===== src/rtl/multicycle_controller_if.sv =====
// Control bundle between the multicycle controller and the RV32 datapath.
// Instruction fields and Zero flow in; mux selects and write enables flow out.
interface multicycle_controller_if;
    logic [6:0] op;
    logic [2:0] funct3;
    logic       funct7b5;
    logic       Zero;
    logic       PCWrite;
    logic       AdrSrc;
    logic       MemWrite;
    logic       IRWrite;
    logic [1:0] ResultSrc;
    logic [1:0] ALUSrcA;
    logic [1:0] ALUSrcB;
    logic       RegWrite;
    logic [1:0] ImmSrc;
    logic [2:0] ALUControl;
    logic [3:0] state_o;

    modport master (
        input  op, funct3, funct7b5, Zero,
        output PCWrite, AdrSrc, MemWrite, IRWrite, ResultSrc, ALUSrcA, ALUSrcB,
               RegWrite, ImmSrc, ALUControl, state_o
    );

    modport slave (
        output op, funct3, funct7b5, Zero,
        input  PCWrite, AdrSrc, MemWrite, IRWrite, ResultSrc, ALUSrcA, ALUSrcB,
               RegWrite, ImmSrc, ALUControl, state_o
    );
endinterface


===== src/rtl/multicycle_controller.sv =====
// Main FSM plus ALU decoder for the multicycle RV32 core (lw, sw, R, I-ALU, beq, jal).
// Moore outputs per state; PCWrite additionally depends on Zero during BEQ.
module multicycle_controller (
    input  logic                          clk,
    input  logic                          reset,
    multicycle_controller_if.master       ctl
);
    typedef enum logic [3:0] {
        FETCH    = 4'd0,
        DECODE   = 4'd1,
        MEMADR   = 4'd2,
        MEMREAD  = 4'd3,
        MEMWB    = 4'd4,
        MEMWRITE = 4'd5,
        EXECR    = 4'd6,
        EXECI    = 4'd7,
        ALUWB    = 4'd8,
        BEQ      = 4'd9,
        JAL      = 4'd10
    } state_t;

    state_t     state_q, state_d;
    logic [1:0] alu_op;
    logic       pc_update, branch;
    logic       ir_write, mem_write, reg_write;

    always_ff @(posedge clk or posedge reset) begin
        if (reset) state_q <= FETCH;
        else       state_q <= state_d;
    end

    always_comb begin
        state_d = FETCH;
        case (state_q)
            FETCH:  state_d = DECODE;
            DECODE: begin
                case (ctl.op)
                    7'b0000011, 7'b0100011: state_d = MEMADR;
                    7'b0110011:             state_d = EXECR;
                    7'b0010011:             state_d = EXECI;
                    7'b1100011:             state_d = BEQ;
                    7'b1101111:             state_d = JAL;
                    default:                state_d = FETCH;
                endcase
            end
            MEMADR:  state_d = ctl.op[5] ? MEMWRITE : MEMREAD;
            MEMREAD: state_d = MEMWB;
            EXECR, EXECI, JAL: state_d = ALUWB;
            default: state_d = FETCH;
        endcase
    end

    always_comb begin
        ctl.AdrSrc    = 1'b0;
        ctl.ResultSrc = 2'b00;
        ctl.ALUSrcA   = 2'b00;
        ctl.ALUSrcB   = 2'b00;
        alu_op        = 2'b00;
        pc_update     = 1'b0;
        branch        = 1'b0;
        ir_write      = 1'b0;
        mem_write     = 1'b0;
        reg_write     = 1'b0;
        case (state_q)
            FETCH: begin
                ir_write      = 1'b1;
                ctl.ALUSrcB   = 2'b10;
                ctl.ResultSrc = 2'b10;
                pc_update     = 1'b1;
            end
            DECODE: begin
                ctl.ALUSrcA = 2'b01;
                ctl.ALUSrcB = 2'b01;
            end
            MEMADR: begin
                ctl.ALUSrcA = 2'b10;
                ctl.ALUSrcB = 2'b01;
            end
            MEMREAD:  ctl.AdrSrc = 1'b1;
            MEMWB: begin
                ctl.ResultSrc = 2'b01;
                reg_write     = 1'b1;
            end
            MEMWRITE: begin
                ctl.AdrSrc = 1'b1;
                mem_write  = 1'b1;
            end
            EXECR: begin
                ctl.ALUSrcA = 2'b10;
                alu_op      = 2'b10;
            end
            EXECI: begin
                ctl.ALUSrcA = 2'b10;
                ctl.ALUSrcB = 2'b01;
                alu_op      = 2'b10;
            end
            ALUWB:    reg_write = 1'b1;
            BEQ: begin
                ctl.ALUSrcA = 2'b10;
                alu_op      = 2'b01;
                branch      = 1'b1;
            end
            JAL: begin
                ctl.ALUSrcA = 2'b01;
                ctl.ALUSrcB = 2'b10;
                pc_update   = 1'b1;
            end
            default: ;
        endcase

        // Enables are gated by reset so nothing writes while the FSM is held in FETCH.
        ctl.IRWrite  = ir_write  & ~reset;
        ctl.MemWrite = mem_write & ~reset;
        ctl.RegWrite = reg_write & ~reset;
        ctl.PCWrite  = (pc_update | (branch & ctl.Zero)) & ~reset;
        ctl.state_o  = state_q;

        case (ctl.op)
            7'b0100011: ctl.ImmSrc = 2'b01;
            7'b1100011: ctl.ImmSrc = 2'b10;
            7'b1101111: ctl.ImmSrc = 2'b11;
            default:    ctl.ImmSrc = 2'b00;
        endcase

        case (alu_op)
            2'b01: ctl.ALUControl = 3'b001;
            2'b10: begin
                case (ctl.funct3)
                    3'b000:  ctl.ALUControl = (ctl.funct7b5 & ctl.op[5]) ? 3'b001 : 3'b000;
                    3'b001:  ctl.ALUControl = 3'b100;
                    3'b010:  ctl.ALUControl = 3'b101;
                    3'b110:  ctl.ALUControl = 3'b011;
                    3'b111:  ctl.ALUControl = 3'b010;
                    default: ctl.ALUControl = 3'b000;
                endcase
            end
            default: ctl.ALUControl = 3'b000;
        endcase
    end
endmodule


===== src/flat_wrapper.sv =====
// flat-port wrapper written by rule: the top's interface ports become plain ports
module multicycle_controller_flat 
  (clk, reset, ctl_op, ctl_funct3, ctl_funct7b5, ctl_Zero, ctl_PCWrite, ctl_AdrSrc, ctl_MemWrite, ctl_IRWrite, ctl_ResultSrc, ctl_ALUSrcA, ctl_ALUSrcB, ctl_RegWrite, ctl_ImmSrc, ctl_ALUControl, ctl_state_o);
  multicycle_controller_if ctl_i ();
  input  logic clk;
  input  logic reset;
  input wire logic [$bits(ctl_i.op)-1:0] ctl_op;
  input wire logic [$bits(ctl_i.funct3)-1:0] ctl_funct3;
  input wire logic [$bits(ctl_i.funct7b5)-1:0] ctl_funct7b5;
  input wire logic [$bits(ctl_i.Zero)-1:0] ctl_Zero;
  output wire logic [$bits(ctl_i.PCWrite)-1:0] ctl_PCWrite;
  output wire logic [$bits(ctl_i.AdrSrc)-1:0] ctl_AdrSrc;
  output wire logic [$bits(ctl_i.MemWrite)-1:0] ctl_MemWrite;
  output wire logic [$bits(ctl_i.IRWrite)-1:0] ctl_IRWrite;
  output wire logic [$bits(ctl_i.ResultSrc)-1:0] ctl_ResultSrc;
  output wire logic [$bits(ctl_i.ALUSrcA)-1:0] ctl_ALUSrcA;
  output wire logic [$bits(ctl_i.ALUSrcB)-1:0] ctl_ALUSrcB;
  output wire logic [$bits(ctl_i.RegWrite)-1:0] ctl_RegWrite;
  output wire logic [$bits(ctl_i.ImmSrc)-1:0] ctl_ImmSrc;
  output wire logic [$bits(ctl_i.ALUControl)-1:0] ctl_ALUControl;
  output wire logic [$bits(ctl_i.state_o)-1:0] ctl_state_o;
  assign ctl_i.op = ctl_op;
  assign ctl_i.funct3 = ctl_funct3;
  assign ctl_i.funct7b5 = ctl_funct7b5;
  assign ctl_i.Zero = ctl_Zero;
  assign ctl_PCWrite = ctl_i.PCWrite;
  assign ctl_AdrSrc = ctl_i.AdrSrc;
  assign ctl_MemWrite = ctl_i.MemWrite;
  assign ctl_IRWrite = ctl_i.IRWrite;
  assign ctl_ResultSrc = ctl_i.ResultSrc;
  assign ctl_ALUSrcA = ctl_i.ALUSrcA;
  assign ctl_ALUSrcB = ctl_i.ALUSrcB;
  assign ctl_RegWrite = ctl_i.RegWrite;
  assign ctl_ImmSrc = ctl_i.ImmSrc;
  assign ctl_ALUControl = ctl_i.ALUControl;
  assign ctl_state_o = ctl_i.state_o;
  multicycle_controller u_core (.clk(clk), .reset(reset), .ctl(ctl_i));
endmodule

===== config.mk =====
export PLATFORM = sky130hd
export DESIGN_NAME = multicycle_controller_flat
export DESIGN_NICKNAME = d
export VERILOG_FILES = /design/src/rtl/multicycle_controller_if.sv /design/src/rtl/multicycle_controller.sv /design/src/flat_wrapper.sv
export SDC_FILE = /design/constraint.sdc
export NUM_CORES = 1
export LEC_CHECK = 0
export ABC_AREA = 0
export BUFFER_PORTS_ARGS = -buffer_cell sky130_fd_sc_hd__buf_2
export CORE_MARGIN = 2
export CORE_UTILIZATION = 41
export CTS_CLUSTER_SIZE = 16
export DETAILED_ROUTE_END_ITERATION = 6
export GPL_ROUTABILITY_DRIVEN = 1
export PLACE_DENSITY = 0.76
export SLEW_MARGIN = 20
export SYNTH_ARGS = -nofsm -noshare
export SYNTH_HDL_FRONTEND = slang
export SYNTH_SLANG_ARGS = --single-unit

===== constraint.sdc =====
create_clock -name clk -period 2.1 [get_ports clk]
set_input_delay 0.315 -clock clk [delete_from_list [all_inputs] [get_ports clk]]
set_output_delay 0.315 -clock clk [all_outputs]
set_load 0.1 [all_outputs]

# Word-level counts from Yosys, hierarchy flattened
# Index checks and enable logic that the tools add are counted.
# totals
memories	0
ff_bits	4
rom_bits	0
ram_bits	0
latchBits	0
word_cells	59
input_bits	14
# op_classes
div	0
n_eq_ne	22
mul	0
n_addsub	0
order_cmp	0
n_shift	0
reduce_logical	11
mux	17
bitwise_logic	8
# ops
operator	count
4-bit one-hot mux with 5 select lines	2
4-bit by 3-bit == test with 1-bit output, second input constant	4
2-bit one-hot mux with 2 select lines	4
3-bit one-hot mux with 5 select lines	1
7-bit by 6-bit == test with 1-bit output, second input constant	2
7-bit == test, second input constant	2
4-bit == test, second input constant	3
2-bit OR reduction	6
4-bit by 2-bit == test with 1-bit output, second input constant	2
7-bit by 2-bit == test with 1-bit output, second input constant	1
7-bit by 5-bit == test with 1-bit output, second input constant	1
1-bit two-way mux	7
1-bit AND	6
3-bit == test, second input constant	2
2-bit one-hot mux with 3 select lines	1
3-bit one-hot mux with 2 select lines	1
3-bit OR reduction	2
4-bit by 1-bit == test with 1-bit output, second input constant	1
4-bit zero test	1
4-bit OR reduction	1
3-bit by 1-bit == test with 1-bit output, second input constant	1
3-bit by 2-bit == test with 1-bit output, second input constant	1
3-bit zero test	1
3-bit two-way mux	1
other kinds (4)	4

# Longest topological paths before layout
# Gate-level depths: netlist of run 1.
# logic_depth
word_depth	5
mapped_depth	8
mapped_depth_nobuf	7

# Worst setup path after synthesis of run 1
# No wires, ideal clock.
# synth_timing
path_kind	register to output
from	register u_core.state_q[2], in the netlist u_core.ctl.state_o[2]
to	output port ctl_RegWrite
path_slack_ps	-4345
stages_incl_launch_ff	4
t_arrival_ps	6130
n_path_buf	1
t_required_ps	1785
path_cell_list	dfrtp_1 > buf_6 > or2b_1 > a2111oi_0
# synth_between
elab_chain_cells	4
word_cells_on_any_way	5
classes_between	2 x eq/ne; 1 x mux; 1 x bitwise; 1 x reduce/logical
# synth_rtl
element	line	source
start, declared	multicycle_controller.sv:22	state_t state_q, state_d;
start signal, assigned	multicycle_controller.sv:29	else state_q <= state_d;
4-bit by 3-bit == test with 1-bit output or 4-bit == test (tied branches)	multicycle_controller.sv:64	case (state_q)
2-bit OR reduction (no line) *	--	
1-bit two-way mux *	multicycle_controller.sv:64	
1-bit AND *	multicycle_controller.sv:114	ctl.RegWrite = reg_write & ~reset;
end, declared	flat_wrapper.sv:18	output wire logic [$bits(ctl_i.RegWrite)-1:0] ctl_RegWrite;
# Every way passes the cells marked *; elsewhere a longest branch is shown, timed or not.

# Final worst setup path of run 1
# layout_timing
from	register u_core.state_q[3], in the netlist u_core.ctl.state_o[3]
to	output port ctl_ALUControl[0]
# layout_between
elab_chain_cells	5
word_cells_on_any_way	8
classes_between	5 x eq/ne; 2 x mux; 1 x reduce/logical
# layout_rtl
element	line	source
4-bit by 3-bit == test with 1-bit output	multicycle_controller.sv:64	
2-bit OR reduction (no line)	--	
2-bit one-hot mux with 2 select lines *	multicycle_controller.sv:64	
2-bit == test or 2-bit by 1-bit == test with 1-bit output (tied branches)	multicycle_controller.sv:125	case (alu_op)
3-bit one-hot mux with 2 select lines *	multicycle_controller.sv:125	
end, declared	flat_wrapper.sv:20	output wire logic [$bits(ctl_i.ALUControl)-1:0] ctl_ALUControl;
# Marks and branches as above.

==> metrics.cfg, run 1 <==
[power_and_ir_drop]
p_int_mw = 0.523
switchingPower_mw = 0.792
power.total_mw = 1.32
comb_power_share = 0.844
power.leakage_nw = 0.501
powerDensity_mw_per_mm2 = 1140
irDropWorstVdd_mv = 1.06
power.share.switching = 0.602
p_seq_frac = 0.080
clockPowerShare = 0.076

[run]
drv_cap = 0

[critical_path]
path_cells = or2b_4 > or2_4 > inv_2 > ha_4 > nor2b_4 > o21ai_2 > a21oi_2 > buf_12
crit_required_ps = 1780
cp_num_buf_inv = 2
crit_family = simple AND/OR/NAND/NOR gates
critPathCaptureType = output port
cpPeakStageDelay_ps = 460
cpMaxStageDelayCell = dfrtp_4
worstRegToRegCells = 4
startpoint_type = register
cp.arrival_ps = 1970
cp.depth = 8
worstPathMaxFanout = 3
crit_path_start = u_core.ctl.state_o[3]
ff2ff_setup_slack_ps = 590
path_class = register to output port
r2r_start = u_core.ctl.state_o[2]

[synthesis]
synth-async-reset-ratio = 1.00
synth_edf_count = 0
synth_commonest_cells = 6 x inv_1, 4 x a21oi_1, 4 x dfrtp_1, 4 x nor2_1, 4 x nor3_1
synth.yosys.seq_area_share = 0.185
synth_area_leader_cell = dfrtp_1
synth_top_cell_area_share = 0.185
synth_cells = 69
netlist-cell-type-count = 37
synth.most_common_cell = inv_1
netlist_area_um2 = 541
yosys_warnings = 0
post_synth.cell_area_avg_um2 = 7.83
synth_flop_cell = dfrtp_1
synth-seq-cells = 4
syn_nets = 85
synthTopCellsByArea = dfrtp_1 19%, buf_6 6.2%, and4bb_2 4.6%

[floorplanning]
fp.dieH_um = 40.3
core-area_mm2 = 0.00127
initial_utilization = 0.426
pin_count = 34
row_count = 13
dieArea_mm2 = 0.00162
die_x_um = 40.3

[drt]
drtIter0Drc = 23
drt-pass1-iter-count = 4
vias = 697
wl_per_cell_um = 15.3
finalWirelength_um = 1910
ant_nets = 0
drc = 0
viasPerCell = 5.58

[global_route]
grt_remaining_overflow = 0
grt_pass1_vias = 649
grt_start_max_net_pins = 17
grt_usage = 0.288
grt_pass1_wl_um = 2990
antenna_found_initial = 0

[cts]
cts.clk_slew.worst_paths_ps = 40
insertion_delay_ps = 240
cts_buffers = 3
h-tree-depth = 1
cts_root_buf = clkbuf_4
cts_tree = done
cts_sinks = 4
cts-root-to-sink-buffers = 2
holdBufCountCts = 0

[placement]
dp.cells = 120
portBuffers = 33
gp_congestion = 0.724
dp_slack_ps = -81.6
hpwl_um = 1420

[layout]
fillCellCount = 51
area_delta_synth_final_pct = 114
drive_above_1_share = 0.682
largest_register_ffs = 4
fin_cells = 125
fin_util = 0.910
num_antenna_cells = 0
final_nets = 128

[sta]
fin_skew_ps = 0.428
finalHoldViolCount = 0
rsz0062_at_grt = yes
finalSetupViolations = 4
post-route-min-period_ps = 2290
worst_slew_pin_slew_ps = 488
relSlewSlack = 0.677
slew_viol_final = 0
fin_ws_ps = -188
fmax_mhz = 437
period_share = 1.09

[min_path]
hold_path_class = input port to async pin

[outcome]
status = complete, but fails checks
violations = setup timing

[kinds of logic after synthesis]
family | share of synthesized area
adder cells (fa/ha/maj) | 0.0463
AO/OA/AOI/OAI | 0.206
flip-flops | 0.185
AND/OR/NAND/NOR | 0.394
buffers and inverters | 0.120
XOR/XNOR | 0.0486
[what timing repair did]
item | 4_1_cts | 5_1_grt
endpoints found under the setup margin | 4 | 6
gates resized for setup | 6 | 3
buffers inserted | 2 | 1
pin swaps | 2 | 4
hold endpoints to repair | 0 | 0
[cell usage in the layout, fill, tap and decap left out, drive strengths merged]
cell / count
or3: 1
and4bb: 2
nor3b: 3
nor3: 4
inv: 6
a22o: 1
ha: 2
clkbuf: 3
nand3: 1
or2b: 1
a21oi: 4
o21a: 1
o211a: 1
nor4: 1
nand2: 1
xor2: 1
nand2b: 2
nor2b: 3
nor2: 4
o32ai: 1
and3: 2
a22oi: 1
or2: 2
and3b: 2
dfrtp: 4
nor4b: 1
o22a: 1
a32oi: 1
nand4: 1
xnor2: 2
a2111oi: 1
o211ai: 1
and2: 2
buf: 43
o21ai: 3
[per-stage QoR]
| stage | hold WS (ps) | TNS (ps) | area [um^2] |
|---|---|---|---|
| 2_1_floorplan | 97.2 | -5160 | 694 |
| 5_1_grt | 60.4 | -811 | 1150 |
| 3_3_place_gp | 290 | 0 | 1090 |
| 4_1_cts | 54.5 | -606 | 1150 |
| 3_5_place_dp | 299 | -81.6 | 1090 |
| 6_report | 53.6 | -615 | 1150 |
[worst register-to-register path: stages, from the launching register on]
cell	delay [ps]
dfrtp_4	470
buf_4	160
or2_1	260
or3_1	380
o32ai_1	130
[metal layers]
metal,track usage,wire (um),share of wire
met1,0.347,770,0.40
met2,0.464,1010,0.53
met3,0.0833,97,0.051
met4,0.142,35,0.018
met5,0,0,0
[power by group through the flow]
stage          Clock, mW  Sequential [mW]  Combinational, mW
2_1_floorplan          0            0.216              0.649
3_3_place_gp           0            0.104               1.09
6_report          0.0998            0.105               1.11
3_5_place_dp           0            0.107               1.10
4_1_cts           0.0985            0.106               1.10
5_1_grt            0.105            0.109               1.14
[worst paths after layout]
path / to
worst max-delay path: ctl_ALUControl[0]
worst min-delay path: u_core.ctl.state_o[1]
min in group clk: u_core.ctl.state_o[1]
worst max register to register: u_core.ctl.state_o[1]
worst min register to register: u_core.ctl.state_o[3]
max in group asynchronous: u_core.ctl.state_o[3]
[cell type report]
type                    count  area, um^2  share of cell area
multi-input cells          54         537               0.465
well taps                  15        18.8              0.0163
repair buffers             43         439               0.380
clock buffers               3        22.5              0.0195
inverters                   6        22.5              0.0195
flip-flops and latches      4         115              0.0997
No activity file was read; power rests on OpenSTA's default activity.
==> inputs of run 2 (changes only) <==
--- a/config.mk
+++ b/config.mk
@@ -13,6 +13,7 @@
 export DETAILED_ROUTE_END_ITERATION = 6
 export GPL_ROUTABILITY_DRIVEN = 1
 export PLACE_DENSITY = 0.76
+export RECOVER_POWER = 50
 export SLEW_MARGIN = 20
 export SYNTH_ARGS = -nofsm -noshare
 export SYNTH_HDL_FRONTEND = slang
==> run 2 against run 1 <==
Net effect: the run still ends with setup timing left; count of clock-buffer cells in the layout stayed put; sequential power is essentially flat; via count stayed put; largest cell class unchanged; largest power group unchanged; highest routed layer unchanged.
==> metrics.cfg, run 2 (same netlist as run 1, synthesis figures left out) <==
[drt]
wl_per_cell_um = 15.2  ; -0.47%
ant_nets = 0  ; unchanged
viasPerCell = 5.58  ; unchanged
finalWirelength_um = 1900  ; -0.47%
drt-pass1-iter-count = 4  ; unchanged
drtIter0Drc = 17  ; -26%
drc = 0  ; unchanged
vias = 697  ; unchanged

[critical_path]
regToRegEndpoint = u_core.ctl.state_o[3]
cpPeakStageDelay_ps = 460  ; about the same
critPathCaptureType = output port
cp.arrival_ps = 1970  ; about the same
crit_path_start = u_core.ctl.state_o[3]
worstRegToRegCells = 5  ; +1
crit_required_ps = 1780  ; about the same
path_class = register to output port
cpMaxStageDelayCell = dfrtp_4
path_cells = or2b_4 > or2_4 > inv_2 > ha_4 > nor2b_4 > o21ai_2 > a21oi_2 > buf_12
r2r_start = u_core.ctl.state_o[3]
endpoint = ctl_ALUControl[0]
ff2ff_setup_slack_ps = 540  ; -50 ps
startpoint_type = register
worstPathMaxFanout = 3  ; unchanged

[floorplanning]
initial_utilization = 0.426  ; unchanged
fp.dieH_um = 40.3  ; unchanged
row_count = 13  ; unchanged
dieArea_mm2 = 0.00162  ; unchanged
core-area_mm2 = 0.00127  ; unchanged
pin_count = 34  ; unchanged
die_x_um = 40.3  ; unchanged

[placement]
hpwl_um = 1420  ; unchanged
dp_slack_ps = -81.6  ; unchanged
gp_congestion = 0.724  ; unchanged
portBuffers = 33  ; unchanged

[cts]
insertion_delay_ps = 250  ; about the same
cts_root_buf = clkbuf_4
cts_tree = done
cts.clk_slew.worst_paths_ps = 40  ; about the same
holdBufCountCts = 0  ; unchanged
cts_sinks = 4  ; unchanged
h-tree-depth = 1  ; unchanged
cts-root-to-sink-buffers = 2  ; unchanged
cts_buffers = 3  ; unchanged

[power_and_ir_drop]
comb_power_share = 0.841  ; -0.003
powerDensity_mw_per_mm2 = 1140  ; +0.48%
clockPowerShare = 0.078  ; +0.002
power.leakage_nw = 0.491  ; -1.9%
p_seq_frac = 0.080  ; about the same
p_int_mw = 0.522  ; -0.28%
irDropWorstVdd_mv = 1.06  ; about the same
switchingPower_mw = 0.795  ; +0.27%
power.share.switching = 0.604  ; +0.00132

[global_route]
grt_pass1_vias = 649  ; unchanged
grt_start_max_net_pins = 17  ; unchanged
antenna_found_initial = 0  ; unchanged
grt_usage = 0.288  ; unchanged
grt_pass1_wl_um = 2990  ; unchanged
grt_remaining_overflow = 0  ; unchanged

[layout]
largest_register_ffs = 4  ; unchanged
final_common_cell = buf_2
final_nets = 128  ; unchanged
area_delta_synth_final_pct = 113
fillCellCount = 54  ; +5.9%
drive_above_1_share = 0.664  ; -0.0182
num_antenna_cells = 0  ; unchanged
most-common-layout-cells = 19 x buf_2, 13 x buf_12, 8 x buf_4, 4 x inv_1, 4 x dfrtp_4

[outcome]
status = complete, but fails checks
violations = setup timing

[sta]
finalSetupViolations = 5  ; +1
slew_viol_final = 0  ; unchanged
fin_ws_ps = -188  ; +0.126 ps
worst_slew_pin_slew_ps = 488  ; +0.836 ps
whs_ps = 112  ; +58.2 ps
rsz0062_at_grt = yes
post-route-min-period_ps = 2290  ; -0.126 ps
period_share = 1.09  ; about the same
relSlewSlack = 0.677  ; about the same
finalHoldViolCount = 0  ; unchanged
fin_skew_ps = 4.60  ; +4.18 ps
tns_ps = -641  ; -26.6 ps
fmax_mhz = 437  ; about the same

[run]
drv_cap = 0  ; unchanged

[min_path]
hold_path_class = input port to async pin

==> run 2: cell types whose count changed in the layout (fill, tap and decap cells not counted) <==
cell,previous run,this run
clkbuf_1,0,2
buf_2,20,19
buf_4,9,8
or2_0,0,1
or2_1,1,0
==> run 2: power groups by stage <==
stage	Sequential, mW	Clock (mW)	Combinational, mW
after CTS	0.106	0.0985	1.10
final	0.106	0.103	1.11
after floorplan	0.216	0	0.649
after detailed placement	0.107	0	1.10
after global placement	0.104	0	1.09
after global routing	0.109	0.105	1.14
==> run 2: worst min-delay path by stage <==
stage	endpoint	depth (start not counted)	slack [ps]
final	u_core.ctl.state_o[1]	2	110
after global routing	u_core.ctl.state_o[1]	2	130
after CTS	u_core.ctl.state_o[2]	2	50
after detailed placement	u_core.ctl.state_o[1]	2	300
after global placement	u_core.ctl.state_o[1]	2	290
after floorplan	u_core.ctl.state_o[0]	1	100
==> run 2: area by class of cell <==
| class | count | area (um^2) | area share |
|---|---|---|---|
| multi-input combinational | 54 | 537 | 0.467 |
| timing repair buffer | 43 | 434 | 0.378 |
| sequential | 4 | 115 | 0.100 |
| inverter | 6 | 22.5 | 0.0196 |
| tap | 15 | 18.8 | 0.0163 |
| clock buffer | 3 | 22.5 | 0.0196 |
==> run 2: timing repair <==
action                     4_1_cts  5_1_grt
setup endpoints to repair        4        6
gates resized for setup          6        3
pin swaps                        2        4
buffers inserted                 2        1
==> run 2: critical path, delay by kind of cell (launching register included) <==
| kind | cells | cell delay, ps |
|---|---|---|
| adder cells (fa/ha/maj) | 1 | 120 |
| AND/OR/NAND/NOR | 3 | 640 |
| buffers and inverters | 2 | 260 |
| flip-flops | 1 | 460 |
| AO/OA/AOI/OAI | 2 | 240 |
==> run 2: metal layers <==
| metal | vias up | routed length, um | track usage |
|---|---|---|---|
| met3 | 5 | 100 | 0.0833 |
| met2 | 30 | 992 | 0.464 |
| li1 | 337 | - | - |
| met1 | 325 | 778 | 0.347 |
| met4 | 0 | 30 | 0.142 |
| met5 | - | 0 | 0 |
==> run 2: through the flow <==
stage	utilization	instance area [um^2]	power, mW	cells
4_1_cts	0.905	1150	1.31	125
3_5_place_dp	0.857	1090	1.21	120
3_3_place_gp	0.857	1090	1.19	120
5_1_grt	0.906	1150	1.36	125
6_report	0.906	1150	1.32	125
2_1_floorplan	-	694	0.866	69
